[src/rtl/hack_mux4_way_arb.sv]
// hack_mux4_way_arb
//   Round-robin merge of four valid/ready source channels (a, b, c, d) onto
//   one registered output channel. out_sel tags each word with its source
//   (0=a, 1=b, 2=c, 3=d), using the same encoding as the 4-way demux.
//
// Ports
//   clk, reset                 : clock, synchronous active-high reset
//   {a,b,c,d}_data/_valid      : source channels (inputs)
//   {a,b,c,d}_ready            : source accepted this cycle (outputs)
//   out_data/out_sel/out_valid : registered merged output channel
//   out_ready                  : consumer accepts the output word this cycle
//
// Optional feature (macro HACK_MUX4_ARB_CNT_EN)
//   Adds cnt_clr input and saturating 8-bit per-channel transfer counters
//   cnt_a..cnt_d. Without the macro those ports and the counter logic are
//   absent.

module hack_mux4_way_arb #(
  parameter int WIDTH = 16
) (
  input  logic             clk,
  input  logic             reset,
  input  logic [WIDTH-1:0] a_data,
  input  logic [WIDTH-1:0] b_data,
  input  logic [WIDTH-1:0] c_data,
  input  logic [WIDTH-1:0] d_data,
  input  logic             a_valid,
  input  logic             b_valid,
  input  logic             c_valid,
  input  logic             d_valid,
  output logic             a_ready,
  output logic             b_ready,
  output logic             c_ready,
  output logic             d_ready,
  output logic [WIDTH-1:0] out_data,
  output logic [1:0]       out_sel,
  output logic             out_valid,
  input  logic             out_ready
`ifdef HACK_MUX4_ARB_CNT_EN
  ,
  input  logic             cnt_clr,
  output logic [7:0]       cnt_a,
  output logic [7:0]       cnt_b,
  output logic [7:0]       cnt_c,
  output logic [7:0]       cnt_d
`endif
);

  logic [WIDTH-1:0] out_data_q, out_data_d;
  logic [1:0]       out_sel_q, out_sel_d;
  logic             out_valid_q, out_valid_d;
  logic [1:0]       rr_ptr_q, rr_ptr_d;

  logic [3:0]       vld;
  logic [3:0]       rdy;
  logic [1:0]       grant;
  logic [1:0]       scan_idx;
  logic             grant_found;
  logic             load_ok;
  logic             take;
  logic [WIDTH-1:0] grant_data;

  assign vld = {d_valid, c_valid, b_valid, a_valid};

  // First valid channel at or after rr_ptr, wrapping mod 4.
  always_comb begin
    grant_found = 1'b0;
    grant       = rr_ptr_q;
    scan_idx    = rr_ptr_q;
    for (int i = 0; i < 4; i++) begin
      scan_idx = rr_ptr_q + 2'(i);
      if (!grant_found && vld[scan_idx]) begin
        grant_found = 1'b1;
        grant       = scan_idx;
      end
    end
  end

  assign load_ok = !out_valid_q || out_ready;
  // Reset suppresses all readies so no source believes a word was taken.
  assign take    = load_ok && grant_found && !reset;

  always_comb begin
    rdy = 4'b0000;
    if (take) rdy = 4'b0001 << grant;
  end

  assign a_ready = rdy[0];
  assign b_ready = rdy[1];
  assign c_ready = rdy[2];
  assign d_ready = rdy[3];

  always_comb begin
    case (grant)
      2'd0:    grant_data = a_data;
      2'd1:    grant_data = b_data;
      2'd2:    grant_data = c_data;
      default: grant_data = d_data;
    endcase
  end

  always_comb begin
    out_data_d  = out_data_q;
    out_sel_d   = out_sel_q;
    out_valid_d = out_valid_q;
    rr_ptr_d    = rr_ptr_q;
    if (take) begin
      // Covers both an empty register and a same-cycle drain + reload.
      out_data_d  = grant_data;
      out_sel_d   = grant;
      out_valid_d = 1'b1;
      rr_ptr_d    = grant + 2'd1;
    end else if (out_valid_q && out_ready) begin
      out_valid_d = 1'b0;
    end
  end

  always_ff @(posedge clk) begin
    if (reset) begin
      out_data_q  <= '0;
      out_sel_q   <= 2'd0;
      out_valid_q <= 1'b0;
      rr_ptr_q    <= 2'd0;
    end else begin
      out_data_q  <= out_data_d;
      out_sel_q   <= out_sel_d;
      out_valid_q <= out_valid_d;
      rr_ptr_q    <= rr_ptr_d;
    end
  end

  assign out_data  = out_data_q;
  assign out_sel   = out_sel_q;
  assign out_valid = out_valid_q;

`ifdef HACK_MUX4_ARB_CNT_EN
  logic [3:0][7:0] xfer_cnt_q, xfer_cnt_d;

  // Clear beats a same-cycle increment; counts stick at 255.
  always_comb begin
    xfer_cnt_d = xfer_cnt_q;
    if (cnt_clr) begin
      xfer_cnt_d = '0;
    end else begin
      for (int i = 0; i < 4; i++) begin
        if (rdy[i] && (xfer_cnt_q[i] != 8'hFF)) xfer_cnt_d[i] = xfer_cnt_q[i] + 8'd1;
      end
    end
  end

  always_ff @(posedge clk) begin
    if (reset) xfer_cnt_q <= '0;
    else       xfer_cnt_q <= xfer_cnt_d;
  end

  assign cnt_a = xfer_cnt_q[0];
  assign cnt_b = xfer_cnt_q[1];
  assign cnt_c = xfer_cnt_q[2];
  assign cnt_d = xfer_cnt_q[3];
`endif

endmodule

[config.mk]
export PLATFORM = sky130hd
export DESIGN_NAME = hack_mux4_way_arb
export DESIGN_NICKNAME = d
export VERILOG_FILES = /design/src/rtl/hack_mux4_way_arb.sv
export SDC_FILE = /design/constraint.sdc
export NUM_CORES = 1
export LEC_CHECK = 0
export CORE_ASPECT_RATIO = 1.25
export CORE_MARGIN = 4
export CORE_UTILIZATION = 37
export CTS_CLUSTER_SIZE = 30
export DETAILED_ROUTE_END_ITERATION = 10
export GPL_TIMING_DRIVEN = 0
export PLACE_DENSITY_LB_ADDON = 0.12
export SKIP_CTS_REPAIR_TIMING = 1
export SLEW_MARGIN = 10
export SYNTH_ARGS = -nofsm -noshare
export SYNTH_HDL_FRONTEND = slang
export SYNTH_SLANG_ARGS = --single-unit
[constraint.sdc]
create_clock -name clk -period 3.6 [get_ports clk]
set_input_delay 0.9 -clock clk [delete_from_list [all_inputs] [get_ports clk]]
set_output_delay 0.9 -clock clk [all_outputs]
set_load 0.01 [all_outputs]
==> results.toml <==
[worst_setup_path]
start_kind = "primary input"
worst-path-buf-inv = 2
slowest_stage = "clkdlybuf4s50_1"
crit_path_max_fanout = 7
cp_top_family = "buffers and inverters"
r2r_cells = 11
worstPathRequired_ns = 2.70
critical_path.max_stage_delay_ns = 0.54
critical_path.cell_chain = "clkbuf_4 > nor3_1 > or2_2 > a21oi_4 > nand2b_4 > ha_1 > and3_1 > clkdlybuf4s50_1"
r2r-start = "rr_ptr_q[1]$_SDFFE_PP0P_"
rr_endpoint = "out_data[8]$_SDFFE_PP0P_"
reg2reg_slack_ns = 1.23
cp-end-kind = "output port"
critical_path_arrival_ns = 2.59
path_class = "primary input to output port"

[hold_path]
hold_depth = 2
hold-path-endpoint = "out_data[12]$_SDFFE_PP0P_"
hp-start = "out_data[12]$_SDFFE_PP0P_"
hold_class = "flop to flop"

[synth]
yosysWarnings = 0
yosysSeqAreaShare_pct = 32.1
synth-edff-count = 0
netlist_instances = 175
syn_area_um2 = 1310
synth_top_area_share_pct = 32.1
synth_largest_area_cell = "dfxtp_1"
yosysMostFrequentCell = "nand2_1"
synth_nets = 251
netlist_top_cells_area = "dfxtp_1 32%, nand2_1 15%, a222oi_1 12%"
ys_async_sr_fraction_pct = 0
yosysUniqueCellTypes = 24
ys.flop_type = "dfxtp_1"
synth_commonest_cells = "53 x nand2_1, 22 x a21oi_1, 21 x dfxtp_1"
synth-seq-cells = 21
avgSynthCellArea_um2 = 7.48

[timing]
clock.fmax_mhz = 286
post-route-min-period_ns = 3.49
slew_headroom_pct = 67.4
setup_viol = 0
finClkSkew_ns = 0.00209
hold_violations = 0
tightestPinTransition_ns = 0.489
fin_crit_sh_pct = 97.1
maxSlewViolCount = 0

[finish]
finalNetCount = 349
diodes = 0
final_util_pct = 72.2
area_growth_pct = 82.5
nFillCells = 288
stdcell_area_um2 = 2390
layout-drive-gt1-share_pct = 10.3
finalNonFillerCells = 309

[clock_network]
insertion_delay_ns = 0.26
cts.path.max_buffers = 2
clockRootBuffer = "clkbuf_8"
clock-sinks = 21
cts_tree = "built"
clk_pin_slew_worst_paths_ns = 0.08
htree_levels = 1
tritoncts.num_buffers = 3

[routing]
wl_um = 4690
vias = 1663
ant_nets = 0
drc_errors = 0
drt-initial-drc-count = 103
dr.pass1.iters = 5
vias_per_cell = 5.38
wire_per_inst_um = 15.2

[pwr]
p_leak_nw = 0.994
p_per_area_nw_per_um2 = 373
p_total_mw = 0.890
ir_worst_vdd_uv = 284

[floorplanning]
dieWidth_um = 61.2
initial_utilization_pct = 39.5
num_io_pins = 94
fp.dieArea_um2 = 4560
row_count = 23
die_h_um = 74.5
core_um2 = 3310

[place]
placed_cells_incl_taps = 304
gp_congestion = 0.762
io_buffers = 92
dp_hpwl_um = 3590
post_dp_cell_area_um2 = 2280

[run_status]
status = "completed"

[global_routing]
grt_util_all_layers_pct = 20.2
grt_pass1_vias = 1514
antenna_found_initial = 0
grt_max_degree = 13
grt_pass1_wl_um = 7020
overflow = 0

[job]
maxCapViolCount = 0
[final cells by class]
type                            instances  area [µm²]  area share [%]
Clock buffer                            3        41.3            1.73
Sequential cell                        21         420            17.6
Tap cell                               37        46.3            1.94
Timing Repair Buffer                   93         933            39.1
Inverter                                4        15.0           0.629
Multi-Input combinational cell        135         806            33.7
Clock inverter                          1        5.00           0.210
Buffer                                 15         121            5.08
[where the power goes]
part           switching, mW  total, mW  internal (mW)
clock network         0.0831      0.160         0.0772
logic                  0.198      0.440          0.242
registers             0.0211      0.290          0.269
total                  0.302      0.890          0.588
[worst max path at each step]
stage	from	endpoint	slack [ns]	cells after the start
global route	d_valid	d_ready	-0.02	8
floorplan	c_valid	c_ready	0.51	8
finish	d_valid	d_ready	0.11	8
detailed placement	d_valid	c_ready	-0.92	10
global placement	d_valid	c_ready	-0.90	10
CTS	d_valid	c_ready	-0.93	10
[sequential cells by signal, indices dropped and copies added (netlist names)]
| register | flops |
|---|---|
| out_data | 16 |
| rr_ptr_q | 2 |
| out_valid | 1 |
| out_sel | 2 |
[cell families after synthesis]
family / Yosys count / synth area share [%]
AND/OR/NAND/NOR: 67 / 22.8
AO/OA/AOI/OAI: 63 / 31.9
flip-flops: 21 / 32.1
adder cells (fa/ha/maj): 5 / 4.78
buffers and inverters: 19 / 8.41
[routing by layer]
layer / GRT usage, % / up-vias / routed length (µm)
met2: 34.1 / 65 / 2360
li1: - / 830 / -
met4: 6.75 / 0 / 21
met1: 25.3 / 766 / 1880
met5: 0 / - / 0
met3: 3.99 / 2 / 433
[worst reg2reg max path: cells and delay by family (launching register included)]
family,cells,cell delay (ns)
flops,1,0.48
buf+inv,2,0.34
compound gates,4,0.69
simple gates,4,0.56
fa+ha+maj,1,0.18
[per-stage QoR]
step           setup slack, ns  TNS (ns)  hold slack, ns
2_1_floorplan            0.506         0           0.476
6_report                 0.106         0           0.454
5_1_grt                -0.0223   -0.0226           0.464
3_3_place_gp            -0.896     -2.78           0.437
4_1_cts                 -0.927     -2.88           0.454
3_5_place_dp            -0.920     -2.85           0.442
[placed cells by master, fill, tap and decap left out]
cell and instances:
dfxtp_1 21, o21ai_1 2, dlymetal6s2s_1 5, a222oi_1 16, buf_4 3, clkdlybuf4s50_1 85
o21ai_2 1, o21ai_0 17, inv_1 4, a21o_1 1, nand2b_4 1, a21oi_2 1
nor2_1 1, nor4_4 1, buf_12 1, a21oi_4 1, clkbuf_2 1, clkbuf_1 5
a31o_2 1, nor3_1 1, o221a_2 2, and3_1 5, nor2b_2 2, nand2_1 53
or2_2 1, clkbuf_4 4, clkbuf_8 3, ha_1 5, nor2b_1 2, buf_6 4
a21oi_1 21, clkinv_2 1
Note: power is estimated with default switching activity, not from simulation.
